$ cat config.mk
export PLATFORM = sky130hd
export DESIGN_NAME = bias_seq_ctrl
export DESIGN_NICKNAME = d
export VERILOG_FILES = /design/src/rtl/bias_seq_ctrl_pkg.sv /design/src/rtl/bias_skid_buf.sv /design/src/rtl/bias_seq_ctrl.sv
export SDC_FILE = /design/constraint.sdc
export NUM_CORES = 1
export LEC_CHECK = 0
export ABC_AREA = 1
export BUFFER_PORTS_ARGS = -buffer_cell sky130_fd_sc_hd__buf_2
export CAP_MARGIN = 5
export CORE_ASPECT_RATIO = 0.6
export CORE_UTILIZATION = 55
export CTS_CLUSTER_SIZE = 14
export DETAILED_ROUTE_END_ITERATION = 16
export PLACE_DENSITY = 0.78
export REMOVE_ABC_BUFFERS = 1
export SLEW_MARGIN = 15
export SYNTH_ARGS = -nofsm -noshare
export SYNTH_HDL_FRONTEND = slang
export SYNTH_SLANG_ARGS = --single-unit
$ cat constraint.sdc
create_clock -name ap_clk -period 3.7 [get_ports ap_clk]
set_clock_uncertainty 0.15 [all_clocks]
set_input_delay 0 -clock ap_clk [delete_from_list [all_inputs] [get_ports ap_clk]]
set_output_delay 0 -clock ap_clk [all_outputs]
set_load 0.05 [all_outputs]
$ cat src/rtl/bias_seq_ctrl_pkg.sv
// Shared sizes and types for the bias sequencer.
// Holds the layer coefficient width, the default per-layer kernel/repeat
// counts, the sequencer state encoding and the ROM address-width helper.
package bias_seq_ctrl_pkg;

  localparam int COEFF_WIDTH = 16;
  localparam int BIAS_KERN   = 16;
  localparam int BIAS_REPEAT = 1024;

  typedef enum logic [1:0] {
    ST_IDLE  = 2'd0,
    ST_RUN   = 2'd1,
    ST_DRAIN = 2'd2
  } seq_state_t;

  // A one-word ROM still needs a one-bit address port.
  function automatic int addr_width(input int depth);
    return (depth > 1) ? $clog2(depth) : 1;
  endfunction

endpackage

$ cat src/rtl/bias_skid_buf.sv
// Two-entry in-order FIFO that absorbs the ROM read latency and downstream
// backpressure for the bias sequencer.
// Ports:
//   clk, rst  clock, asynchronous active-high reset
//   push, din write one word (caller guarantees room)
//   pop       retire the head word (caller guarantees non-empty)
//   count     occupancy 0..2
//   head      oldest word
module bias_skid_buf
  import bias_seq_ctrl_pkg::*;
#(
  parameter int W = COEFF_WIDTH
) (
  input  logic         clk,
  input  logic         rst,
  input  logic         push,
  input  logic [W-1:0] din,
  input  logic         pop,
  output logic [1:0]   count,
  output logic [W-1:0] head
);

  logic [W-1:0] mem [2];
  logic         wr_ptr;
  logic         rd_ptr;

  // Entries are cleared too so the stream data output reads zero after reset.
  always_ff @(posedge clk or posedge rst) begin
    if (rst) begin
      mem[0] <= '0;
      mem[1] <= '0;
      wr_ptr <= 1'b0;
      rd_ptr <= 1'b0;
      count  <= 2'd0;
    end else begin
      if (push) begin
        mem[wr_ptr] <= din;
        wr_ptr      <= ~wr_ptr;
      end
      if (pop) begin
        rd_ptr <= ~rd_ptr;
      end
      count <= count + {1'b0, push} - {1'b0, pop};
    end
  end

  assign head = mem[rd_ptr];

endmodule

$ cat src/rtl/bias_seq_ctrl.sv
// Bias sequencer: streams KERN bias words from a synchronous ROM into an
// ap_fifo stream, REPEAT times per frame, under ap_ctrl_hs handshaking.
// Ports:
//   ap_clk, ap_rst              clock, asynchronous active-high reset
//   ap_start/done/idle/ready    block-level handshake
//   bias_V_address0/ce0/q0      ROM read port (1-cycle latency)
//   output_V_din/full_n/write   output stream
module bias_seq_ctrl
  import bias_seq_ctrl_pkg::*;
#(
  parameter int KERN    = BIAS_KERN,
  parameter int REPEAT  = BIAS_REPEAT,
  parameter int COEFF_W = COEFF_WIDTH,
  parameter int AW      = addr_width(KERN)
) (
  input  logic               ap_clk,
  input  logic               ap_rst,
  input  logic               ap_start,
  output logic               ap_done,
  output logic               ap_idle,
  output logic               ap_ready,
  output logic [AW-1:0]      bias_V_address0,
  output logic               bias_V_ce0,
  input  logic [COEFF_W-1:0] bias_V_q0,
  output logic [COEFF_W-1:0] output_V_din,
  input  logic               output_V_full_n,
  output logic               output_V_write
);

  localparam int            PW     = $clog2(REPEAT + 1);
  localparam logic [AW-1:0] K_LAST = AW'(KERN - 1);
  localparam logic [PW-1:0] P_LAST = PW'(REPEAT - 1);

  seq_state_t    state;
  logic [AW-1:0] k_cnt;
  logic [PW-1:0] p_cnt;
  logic          inflight;
  logic [1:0]    buf_count;
  logic [2:0]    pending;
  logic          pop;
  logic          issue;
  logic          last_issue;
  logic          last_word;

  // Stage 0: issue. A read may only go out if its word is guaranteed a slot
  // when it lands next cycle, counting what is buffered, what is already in
  // flight and what leaves this cycle.
  assign pop        = (buf_count != 2'd0) && output_V_full_n;
  assign pending    = {1'b0, buf_count} + {2'b0, inflight} - {2'b0, pop};
  assign issue      = (state == ST_RUN) && (pending < 3'd2);
  assign last_issue = issue && (k_cnt == K_LAST) && (p_cnt == P_LAST);

  // The final word of the frame is the one leaving an otherwise empty pipe.
  assign last_word  = (state == ST_DRAIN) && pop && (buf_count == 2'd1) && !inflight;

  assign bias_V_ce0      = issue;
  assign bias_V_address0 = k_cnt;
  assign output_V_write  = pop;
  assign ap_done         = last_word;
  assign ap_ready        = last_word;
  assign ap_idle         = (state == ST_IDLE);

  always_ff @(posedge ap_clk or posedge ap_rst) begin
    if (ap_rst) begin
      state    <= ST_IDLE;
      k_cnt    <= '0;
      p_cnt    <= '0;
      inflight <= 1'b0;
    end else begin
      inflight <= issue;
      case (state)
        ST_IDLE: begin
          if (ap_start) begin
            state <= ST_RUN;
            k_cnt <= '0;
            p_cnt <= '0;
          end
        end
        ST_RUN: begin
          if (issue) begin
            if (k_cnt == K_LAST) begin
              k_cnt <= '0;
              p_cnt <= p_cnt + 1'b1;
            end else begin
              k_cnt <= k_cnt + 1'b1;
            end
            if (last_issue) begin
              state <= ST_DRAIN;
            end
          end
        end
        ST_DRAIN: begin
          if (last_word) begin
            state <= ST_IDLE;
          end
        end
        default: state <= ST_IDLE;
      endcase
    end
  end

  // Stage 1: ROM data returns one cycle after issue and is captured here.
  bias_skid_buf #(
    .W(COEFF_W)
  ) u_skid (
    .clk   (ap_clk),
    .rst   (ap_rst),
    .push  (inflight),
    .din   (bias_V_q0),
    .pop   (pop),
    .count (buf_count),
    .head  (output_V_din)
  );

endmodule

======== Yosys cells after proc, flatten, opt, wreduce, memory -nomap -nowiden ========
Index checks and enable logic that the tools add are counted.
cells by class
  add/subtract/negate cells ............... 6
  multiply operators ...................... 0
  div/mod/pow operators ................... 0
  order comparisons ....................... 4
  eq/ne operators ......................... 10
  shift-type cells ........................ 0
  multiplexer cells ....................... 19
  bitwise logic cells ..................... 4
  reduce and logical (&&, ||, !) cells .... 15
operators by type and width
  cell                   number
  $mux 16                4
  $mux 11                3
  $bwmux 32              1
  $pmux 11 s2            1
  $demux 16 s1           1
  $mux 4                 3
  $add 11x1->11 const B  1
  $eq 11x10->1 const B   1
  $logic_and 1x1->1      8
  $mux 2                 4
  $ne 2x2->1 const B     4
  $pmux 4 s2             1
  $reduce_and 4->1       2
  $pmux 2 s3             1
  $add 4x1->4 const B    1
  $eq 2x1->1 const B     2
  $eq 4x4->1 const B     1
  $ge 2x2->1 const B     2
  $not 1->2              2
  $reduce_bool 2->1      2
  $add 2x1->3            1
  $lt 3x2->1 const B     1
  $reduce_and 3->1       1
  $sub 3x1->3            1
  8 further kinds        9
storage, ports and cells
  bits in registers ....................... 54
  bits in latches ......................... 0
  memory bits (writable) .................. 0
  bits in read-only memories .............. 0
  bits of input ports ..................... 20
  output and inout bits ................... 25
  logic and storage cells ................. 67
  memories kept ........................... 0

======== Logic depth before layout (Yosys ltp) ========
Gate-level depths: netlist (run 1).
  word-level depth ........................ 10
  gate-level depth with buffers ........... 14
  depth with buffers taken out ............ 14

======== Cells and area by module ========
From an unflattened synthesis (run 1), not the netlist that was laid out.
unflattened totals
  cells, all modules ...................... 347
  area total of the unflattened synthesis .. 2855.2 um^2
modules (own cells, without submodules)
  module         times used  cells an instance  area an instance (um^2)  sequential area each (um^2)
  bias_skid_buf  1           193                1704.1                   900.9
  bias_seq_ctrl  1           154                1151.1                   450.4

======== Least setup slack after synthesis (run 1) ========
Ideal clock, no wire load.
  path type ............................... register -> register
  start ................................... register u_skid.count[0]
  end ..................................... register k_cnt[3], in the netlist bias_V_address0[3]
  library setup time ...................... 0.132 ns
  arrival time ............................ 3.125 ns
  data required time ...................... 3.418 ns
  path slack .............................. 0.294 ns
  cell stages (with the launch flop) ...... 13
  path buffers ............................ 0
  period minus slack after synthesis ...... 3.406 ns
  path through ............................ dfrtp_1 -> o21ai_0 -> inv_1 -> ha_1 -> inv_1 -> ha_1 -> fa_1 -> inv_1 -> nand3_1 -> nor2_1 -> nor2_1 -> nand2_1 -> o21ai_0
between the ends
  longest elaborated chain between the ends .. 7
  elaborated cells between the ends (all ways) .. 8
  those cells by class .................... add/sub: 2; order compare: 1; eq/ne: 1; reduce/logical: 4
RTL lines
  element                     line                 RTL
  start, declared             bias_skid_buf.sv:19  output logic [1:0] count,
  start signal, assigned      bias_skid_buf.sv:43  count <= count + {1'b0, push} - {1'b0, pop};
  $reduce_bool 2->1           bias_seq_ctrl.sv:48  assign pop = (buf_count != 2'd0) && output_V_full_n;
  $logic_and 1x1->1           bias_seq_ctrl.sv:48
  net output_V_write          bias_seq_ctrl.sv:27  output logic output_V_write
  $sub 3x1->3                 bias_seq_ctrl.sv:49  assign pending = {1'b0, buf_count} + {2'b0, inflight} - {2'b0, pop};
  net pending[1]              bias_seq_ctrl.sv:39  logic [2:0] pending;
  $lt 3x2->1                  bias_seq_ctrl.sv:50  assign issue = (state == ST_RUN) && (pending < 3'd2);
  $logic_and 1x1->1           bias_seq_ctrl.sv:50
  net bias_V_ce0              bias_seq_ctrl.sv:23  output logic bias_V_ce0,
  $ne 2x2->1 (no line)        -
  $reduce_and 3->1 (no line)  -
  end signal, assigned        bias_seq_ctrl.sv:85  k_cnt <= k_cnt + 1'b1;
  end, declared               bias_seq_ctrl.sv:35  logic [AW-1:0] k_cnt;
The timed path passes the listed nets, and every way through them passes these cells.
A chain may end at the register's enable or synchronous reset.

======== Worst setup path in the final report (run 1) ========
  start ................................... register u_skid.count[0]
  end ..................................... output port bias_V_ce0
between the ends
  longest elaborated chain between the ends .. 5
  elaborated cells between the ends (all ways) .. 6
  those cells by class .................... add/sub: 2; order compare: 1; reduce/logical: 3
RTL lines
  element                                                              line
  parallel branches: the longest is 2 deep, another holds $add 2x1->3  -
  $sub 3x1->3 *                                                        bias_seq_ctrl.sv:49
  net pending[1]                                                       bias_seq_ctrl.sv:39
  $lt 3x2->1 *                                                         bias_seq_ctrl.sv:50
  $logic_and 1x1->1 *                                                  bias_seq_ctrl.sv:50
  end, declared                                                        bias_seq_ctrl.sv:23
Mark *: on every way through the listed nets, which the timed path passes.

==> reports/qor.csv, run 1 <==
stage,metric,value,unit
run_status,status,"finished, violations left",
run_status,violations,DRC,
synthesis,synthDistinctLibCells,29,
critical_path,startpoint,u_skid.count[0],
floorplan,die_w,91.8,µm
synthesis,synth-compound-area-share,8.23,%
power_and_ir_drop,switchingPower,1.40,mW
final_layout,stdcell_count,419,
critical_path,crit_type,reg2out,
sta,fin_setup_tns,0,ns
critical_path,r2r_start,u_skid.count[0],
synthesis,synth.area.mux_share,6.77,%
place,place_area,0.00288,mm²
synthesis,ys_async_sr_fraction,100,%
clock_tree,postCtsHoldBufs,19,
critical_path,startpoint_type,flop,
flow_run,cap_violations,0,
synthesis,ys.flop_type,dfrtp_1,
critical_path,worstSetupEndpointType,primary output,
synthesis,synth_top_family_by_area,simple AND/OR/NAND/NOR gates,
route,routed_wl,5.35,mm
power_and_ir_drop,peakVddDrop,0.000557,V
sta,min_period,2.92,ns
route,via_per_inst,5.04,
final_layout,syn2layout_area_growth,19.9,%
floorplan,die_h,55.9,µm
power_and_ir_drop,switching_share,49.1,%
final_layout,ff_latch_area,0.00135,mm²
critical_path,cpLargestDelayFamily,adder cells,
critical_path,path_buf_inv,4,
grt,grt_overflow_total,0,
synthesis,yosysWarnings,0,
floorplan,die_area,0.00513,mm²
synthesis,synth.yosys.seq_area_share,50.8,%
floorplan,initial_core_util,57.7,%
clock_tree,postCtsSetupBuffers,0,
grt,grt_max_degree,55,
final_layout,final_area,0.00319,mm²
grt,antenna_found_initial,0,
floorplan,fp.coreArea,0.00461,mm²
synthesis,netlist_instances,297,
sta,period_share,78.8,%
critical_path,path_common_cell,inv_1,
clock_tree,htree_levels,2,
critical_path,required,3.55,ns
critical_path,ff2ff_path_depth,12,
power_and_ir_drop,seq_power_share,34.7,%
place,dp.cells,392,
place,gp_congestion,0.788,
power_and_ir_drop,power.leakage,1.71,nW
worst_hold_path,hp-class,in2async,
route,route.detailed.drc,1,
route,vias,2112,
clock_tree,cts_resized,0,
power_and_ir_drop,p_int,1.46,mW
final_layout,multi_input_area,0.00108,mm²
place,place.detailed.hpwl,3.61,mm
floorplan,io-pin-count,45,
place,numPortBuffers,44,
final_layout,final_util,69.2,%
sta,worst_pin_slew,0.989,ns
final_layout,n_antenna_cell,0,
clock_tree,cts_tree,built,
power_and_ir_drop,power.density,898,mW/mm²
clock_tree,root_buffer,clkbuf_8,
power_and_ir_drop,p_total,2.86,mW
grt,grt_first_pass_wirelength,9.23,mm
critical_path,path_max_fanout,3,
critical_path,cpPeakStageDelay,0.45,ns
final_layout,final_nets,380,
sta,slew_viol_final,0,
power_and_ir_drop,pwr-share-clk,13.8,%
sta,hold_viol,0,
final_layout,drive_gt1_share,23.3,%
clock_tree,clk_latency,0.31,ns
grt,grt_pass1_vias,2020,
critical_path,cp.arrival,2.77,ns
clock_tree,clockBufferDepth,2,
synthesis,synth_xor_area_share,2.63,%
synthesis,ys_seq_elements,54,
critical_path,crit_chain,o21ai_0 -> inv_1 -> ha_1 -> inv_1 -> ha_1 -> fa_1 -> inv_1 -> nand3_1 -> nor2_1 -> buf_2,
floorplan,rows,19,
synthesis,synth-adder-area-share,2.63,%
clock_tree,cts_sinks,54,
synthesis,syn_area,0.00266,mm²
sta,rsz0062_at_grt,false,
synthesis,syn_avg_cell_area,8.96,µm²
route,firstDrtPassIters,12,
final_layout,fill_cells,367,
sta,fmax,343,MHz
grt,grt_usage,23.2,%
clock_tree,cts_buffers,5,
sta,setup_violations,0,
synthesis,yosys.area_share.simple,20.4,%
critical_path,critPathSlowestCell,fa_1,
critical_path,r2r_setup_slack,0.96,ns
critical_path,rr_endpoint,p_cnt[0],
route,wl_per_cell,12.8,µm
synthesis,synth-edff-count,0,
sta,relSlewSlack,34.1,%
route,antenna_left,0,
power_and_ir_drop,power_frac_comb,51.5,%
clock_tree,cts.clk_slew.worst_paths,0.10,ns
route,first_iter_violations,106,
-- tightest hold or removal path: cells and delay by family --
family	cells	cell delay [ns]
buffers and inverters	3	1.24
-- through the flow --
step,worst slack [ns],hold WS (ns)
global placement,1.11,0.110
CTS,0.763,0.331
floorplan,0.294,-0.0177
detailed placement,0.964,0.113
global route,0.619,0.325
finish,0.783,0.245
-- synthesized netlist by cell type (2+ instances only) --
library cell	n	area share, %
nor2_1	8	1.1
clkbuf_1	3	0.42
inv_1	37	5.2
nand2_4	3	1.3
o21ai_0	26	4.9
ha_1	4	1.9
inv_2	2	0.28
xor2_1	7	2.3
buf_2	6	1.1
dfrtp_1	54	51
nand4_1	3	0.71
o21ai_1	16	3.0
mux2_2	16	6.8
nand2_2	2	0.47
nand3_1	14	2.6
nand3_2	2	0.75
nand2_1	82	12
-- cell families (layout without fill, tap and decap cells) --
group,Yosys count,after routing
buffers and inverters,52,111
multiplexers,16,16
flip-flops,54,54
XOR/XNOR,8,8
adder cells (fa/ha/maj),5,5
AND/OR/NAND/NOR,119,119
AO/OA/AOI/OAI,43,43
-- area by class of cell --
class / instances / area share, %
clock buffers: 5 / 2.16
clock inverters: 3 / 1.41
inverters: 40 / 4.79
multi-input cells: 191 / 33.9
flip-flops and latches: 54 / 42.4
well taps: 63 / 2.47
repair buffers: 63 / 12.9
-- flip-flops by register name, indices dropped and copies added (netlist names) --
| name | flops |
|---|---|
| state | 2 |
| p_cnt | 11 |
| u_skid.count | 2 |
| bias_V_address0 | 4 |
| u_skid.rd_ptr | 1 |
| inflight | 1 |
| u_skid.wr_ptr | 1 |
| u_skid.mem | 32 |
-- routing by layer --
layer  vias up  routed length, µm  global-route usage (%)
met5         -                  0                       0
met3         8                183                    5.19
li1       1051                  -                       -
met4         0                 64                    6.25
met2        59               2460                    37.1
met1       994               2640                    32.4
-- power groups by stage --
| stage | Clock [mW] | Sequential, mW | Combinational [mW] |
|---|---|---|---|
| detailed placement | 0 | 1.00 | 1.46 |
| global placement | 0 | 0.989 | 1.43 |
| floorplan | 0 | 1.01 | 1.12 |
| CTS | 0.405 | 0.994 | 1.48 |
| finish | 0.396 | 0.995 | 1.47 |
| global route | 0.427 | 1.03 | 1.60 |
-- worst max-delay path by stage --
stage	slack, ns	end	cells after the start
final	0.78	bias_V_ce0	10
after global routing	0.62	bias_V_ce0	10
after CTS	0.76	bias_V_ce0	10
after detailed placement	0.96	p_cnt[0]	12
after global placement	1.11	p_cnt[4]	13
after floorplan	0.29	bias_V_address0[3]	12
-- cell usage in the layout, fill, tap and decap left out --
cell and n:
buf_2 44, bufinv_16 1, clkbuf_8 5, clkinv_2 2, clkinvlp_4 2, dfrtp_1 54
dlygate4sd3_1 19, fa_1 1, ha_1 4, inv_1 36, inv_2 2, mux2_2 16
nand2_1 82, nand2_2 2, nand2_4 3, nand3_1 14, nand3_2 2, nand4_1 3
nand4_4 1, nor2_1 8, nor2_2 1, nor2_4 1, nor3_1 1, o21ai_0 26
o21ai_1 16, o21ai_2 1, or2_1 1, xnor2_1 1, xor2_1 7
Note: power is estimated with default switching activity, not from simulation.
==> run 2, diff against run 1 <==
- CORE_UTILIZATION: 55 -> 50
- PLACE_DENSITY: 0.78 -> 0.75
- clock period: 3.7 -> 2.5 ns (I/O delays scaled with it)
==> reports/qor.csv, run 2 (synthesis results as in run 1) <==
stage,metric,value,unit
run_status,status,"finished, violations left",
run_status,violations,setup timing,
final_layout,n_antenna_cell,0,
place,place.detailed.hpwl,3.52,mm
power_and_ir_drop,power.leakage,1.84,nW
critical_path,worstSetupEndpointType,flop,
critical_path,startpoint_type,flop,
worst_hold_path,hp-class,in2async,
floorplan,initial_core_util,52.4,%
final_layout,final_nets,404,
sta,period_share,100,%
sta,timing.final.ws_setup,-0.0116,ns
clock_tree,root_buffer,clkbuf_8,
route,vias,2194,
clock_tree,cts.clk_slew.worst_paths,0.09,ns
sta,fmax,398,MHz
final_layout,final_common_cell,nand2_1,
critical_path,rr_endpoint,bias_V_address0[0],
route,firstDrtPassIters,4,
clock_tree,cts_buffers,5,
grt,antenna_found_initial,0,
critical_path,path_max_fanout,4,
critical_path,r2r_setup_slack,-0.01,ns
route,routed_wl,6.03,mm
final_layout,layout_common_cells,"66 x nand2_1, 54 x dfrtp_1, 42 x buf_2, 32 x inv_1, 23 x o21ai_0",
final_layout,final_util,69.8,%
sta,fin_setup_tns,-0.0188,ns
critical_path,cp.arrival,2.56,ns
sta,setup_violations,2,
power_and_ir_drop,power.density,1320,mW/mm²
clock_tree,clk_latency,0.30,ns
floorplan,io-pin-count,45,
floorplan,die_w,96.2,µm
final_layout,syn2layout_area_growth,33.3,%
final_layout,largest_register,u_skid.mem,
clock_tree,cts_tree,built,
final_layout,final_area,0.00355,mm²
flow_run,cap_violations,0,
clock_tree,htree_levels,2,
route,via_per_inst,4.92,
clock_tree,clockBufferDepth,2,
floorplan,fp.coreArea,0.00508,mm²
floorplan,die_h,58.5,µm
power_and_ir_drop,p_total,4.69,mW
grt,grt_first_pass_wirelength,9.18,mm
sta,rsz0062_at_grt,true,
floorplan,die_area,0.00563,mm²
sta,hold_viol,0,
critical_path,r2r_start,u_skid.count[0],
grt,grt_max_degree,55,
final_layout,largest_register_ffs,32,
critical_path,crit_type,reg2reg,
power_and_ir_drop,peakVddDrop,0.000774,V
route,first_iter_violations,110,
sta,worst_pin_slew,0.760,ns
route,wl_per_cell,13.5,µm
route,route.detailed.drc,0,
final_layout,drive_gt1_share,36.8,%
sta,min_period,2.51,ns
grt,grt_usage,21.9,%
clock_tree,cts_sinks,54,
place,dpl_worst_slack,-0.104,ns
critical_path,ff2ff_path_depth,12,
route,antenna_left,0,
place,place_area,0.00296,mm²
critical_path,required,2.55,ns
grt,grt_overflow_total,0,
grt,grt_pass1_vias,1955,
floorplan,rows,20,
place,numPortBuffers,44,
sta,relSlewSlack,49.3,%
sta,slew_viol_final,0,
place,gp_congestion,0.778,
-- run 2: cell count changes in the layout (fill, tap and decap cells not counted), moves of 3 or more --
cell	delta
buf_4	+19
buf_6	+4
inv_1	-4
inv_2	+4
nand2_1	-16
nand2_2	+15
nand2_8	+3
nand3_1	-3
nor2_1	-3
o21ai_0	-3
o21ai_2	+5
-- run 2: worst max-delay path, cell delays in order (launching register included) --
cell and delay, ns:
dfrtp_1 0.42, o21ai_2 0.18, inv_2 0.08, ha_4 0.26
inv_2 0.04, ha_4 0.15, fa_2 0.54, inv_2 0.07
nand4_4 0.13, nand2_8 0.11, buf_6 0.15, nand4_1 0.06
o21ai_1 0.07
-- run 2: area by class of cell --
class                           instances  area (µm²)
Tap cell                               66        82.6
Timing Repair Buffer                   85         603
Multi-Input combinational cell        193        1260
Clock buffer                            7        86.3
Inverter                               40         156
Fill cell                             388        1530
Clock inverter                          1        5.00
Sequential cell                        54        1350
-- run 2: where the power goes --
part / internal, mW / total [mW] / switching [mW]
Combinational: 0.947 / 2.73 / 1.78
Clock: 0.224 / 0.490 / 0.266
Sequential: 1.21 / 1.47 / 0.264
Total: 2.38 / 4.69 / 2.31
-- run 2: repair_timing --
item                                    in CTS  in global routing
hold buffers                                19                  0
setup buffers                               10                  2
pin swaps                                    5                 11
endpoints found under the setup margin      17                 19
hold endpoints to repair                    91                  0
gates resized for setup                     11                 45
gates cloned                                 0                  2
-- run 2: how the worst max path moves through the flow --
stage / startpoint / endpoint / slack, ns / cells after the start
floorplan: u_skid.count[0] / bias_V_address0[3] / -0.91 / 12
global placement: u_skid.count[1] / bias_V_address0[3] / -0.01 / 11
detailed placement: u_skid.count[1] / p_cnt[4] / -0.10 / 13
CTS: u_skid.count[1] / bias_V_ce0 / -0.07 / 10
global route: u_skid.count[0] / bias_V_address0[0] / -0.09 / 12
finish: u_skid.count[0] / bias_V_address0[0] / -0.01 / 12
-- run 2: layer usage --
layer	track usage [%]	wire length (µm)	part of all wire [%]
met1	32.1	2880	48
met3	4.65	220	3.6
met4	6.18	89	1.5
met2	33.1	2840	47
met5	0	0	0
-- run 2: metrics by stage --
stage / cells / hold slack (ns)
after floorplan: 285 / -0.0177
after global placement: 405 / 0.0729
after detailed placement: 405 / 0.0704
after CTS: 442 / 0.282
after global routing: 446 / 0.346
final: 446 / 0.254
==> run 3, diff against run 2 <==
- CORE_MARGIN: unset -> 1.5
- GPL_ROUTABILITY_DRIVEN: unset -> 0
- RECOVER_POWER: unset -> 100
==> reports/qor.csv, run 3 (synthesis results as in run 1) <==
stage,metric,value,unit
worst_hold_path,hp-class,in2reg,
critical_path,required,2.35,ns
power_and_ir_drop,p_int,2.38,mW
floorplan,io-pin-count,45,
sta,relSlewSlack,14.4,%
critical_path,ff2ff_path_depth,12,
route,routed_wl,5.63,mm
floorplan,rows,20,
grt,grt_pass1_vias,2102,
final_layout,largest_register,u_skid.mem,
route,wl_per_cell,12.9,µm
clock_tree,cts.clk_slew.worst_paths,0.09,ns
grt,grt_usage,21.0,%
grt,antenna_found_initial,0,
clock_tree,root_buffer,clkbuf_8,
clock_tree,cts_sinks,54,
floorplan,initial_core_util,52.4,%
floorplan,die_w,97.2,µm
final_layout,ff_latch_area,0.00135,mm²
final_layout,final_nets,394,
grt,grt_max_degree,55,
grt,grt_overflow_total,0,
final_layout,n_antenna_cell,0,
power_and_ir_drop,power.leakage,1.74,nW
floorplan,die_h,59.5,µm
route,route.detailed.drc,0,
grt,grt_first_pass_wirelength,9.61,mm
flow_run,cap_violations,0,
final_layout,layout_common_cells,"80 x nand2_1, 54 x dfrtp_1, 35 x buf_2, 33 x inv_1, 33 x o21ai_0",
power_and_ir_drop,switchingPower,2.19,mW
power_and_ir_drop,power_frac_comb,54.7,%
power_and_ir_drop,peakVddDrop,0.000772,V
final_layout,syn2layout_area_growth,26.0,%
critical_path,crit_type,reg2out,
floorplan,fp.coreArea,0.00508,mm²
sta,min_period,2.46,ns
worst_hold_path,hold_path_startpoint,ap_start,
place,numPortBuffers,44,
final_layout,fill_cells,432,
worst_hold_path,holdPathStages,4,
clock_tree,cts_tree,built,
sta,slew_viol_final,0,
critical_path,worstSetupEndpointType,primary output,
power_and_ir_drop,p_total,4.56,mW
clock_tree,cts_buffers,5,
power_and_ir_drop,power.density,1360,mW/mm²
place,place.detailed.hpwl,3.66,mm
critical_path,path_max_fanout,3,
critical_path,r2r_start,u_skid.count[1],
route,firstDrtPassIters,4,
route,vias,2155,
sta,setup_violations,0,
floorplan,die_area,0.00578,mm²
clock_tree,clockBufferDepth,2,
critical_path,startpoint_type,flop,
sta,fin_setup_tns,0,ns
critical_path,cp.arrival,2.31,ns
worst_hold_path,min_to,state[0],
route,antenna_left,0,
power_and_ir_drop,switching_share,48.0,%
sta,rsz0062_at_grt,true,
sta,period_share,98.2,%
clock_tree,htree_levels,2,
clock_tree,clk_latency,0.31,ns
final_layout,final_common_cell,nand2_1,
critical_path,r2r_setup_slack,0.05,ns
route,via_per_inst,4.95,
sta,fmax,407,MHz
sta,hold_viol,0,
critical_path,rr_endpoint,bias_V_address0[0],
final_layout,multi_input_area,0.00115,mm²
run_status,status,"finished, final reports clean",
final_layout,drive_gt1_share,26.6,%
route,first_iter_violations,99,
power_and_ir_drop,seq_power_share,32.2,%
power_and_ir_drop,pwr-share-clk,13.1,%
final_layout,largest_register_ffs,32,
sta,worst_pin_slew,1.28,ns
==> run 3: repair_timing <==
item,4_1_cts,5_1_grt
resized for setup,16,6
buffers inserted,4,1
hold endpoints to repair,92,0
hold buffers,19,0
gates cloned,0,1
pin swaps,5,5
endpoints found under the setup margin,17,19
==> run 3: per-stage QoR <==
step	util [%]	cell area (µm²)	hold slack [ns]	worst slack, ns	cells
floorplan	-	2580	-0.0177	-0.906	285
global placement	58.0	2950	0.0729	-0.00458	403
detailed placement	58.0	2950	0.0715	-0.137	403
CTS	65.8	3340	0.284	-0.0562	433
global route	66.0	3350	0.350	-0.0487	435
finish	66.0	3350	0.323	0.0447	435
==> run 3: critical path, cell delays in order (launching register included) <==
cell     delay (ns)
dfrtp_1        0.43
o21ai_2        0.17
inv_2          0.07
ha_4           0.26
inv_2          0.04
ha_4           0.14
fa_2           0.42
inv_2          0.10
nand3_2        0.07
nor2_2         0.12
buf_6          0.17
==> run 3: power by group through the flow <==
| stage | registers, mW | logic, mW | clock network (mW) |
|---|---|---|---|
| after floorplan | 1.50 | 1.65 | 0 |
| after global placement | 1.46 | 2.20 | 0 |
| after detailed placement | 1.48 | 2.25 | 0 |
| after CTS | 1.47 | 2.48 | 0.609 |
| after global routing | 1.52 | 2.67 | 0.648 |
| final | 1.47 | 2.50 | 0.597 |
==> run 3: worst max path at each step <==
stage,slack [ns],cells past startpoint,start,endpoint
after floorplan,-0.91,12,u_skid.count[0],bias_V_address0[3]
after global placement,-0.005,13,u_skid.count[1],p_cnt[4]
after detailed placement,-0.14,13,u_skid.count[0],p_cnt[4]
after CTS,-0.06,10,u_skid.count[1],bias_V_ce0
after global routing,-0.05,10,u_skid.count[1],bias_V_ce0
final,0.04,10,u_skid.count[1],bias_V_ce0
==> run 3: metal layers <==
layer	track usage [%]	share of wire, %	wire [µm]	vias to the layer above
met3	3.89	4.1	231	7
met4	6.83	1.1	63	0
met1	27.6	49	2750	1012
met5	0	0	0	-
li1	-	-	-	1088
met2	36.1	46	2590	48
==> run 3: layout make-up <==
class | count | area share [%]
tap | 66 | 2.46
multi-input combinational | 192 | 34.4
inverter | 40 | 4.59
timing repair buffer | 76 | 14.9
clock inverter | 1 | 0.896
sequential | 54 | 40.3
clock buffer | 6 | 2.46
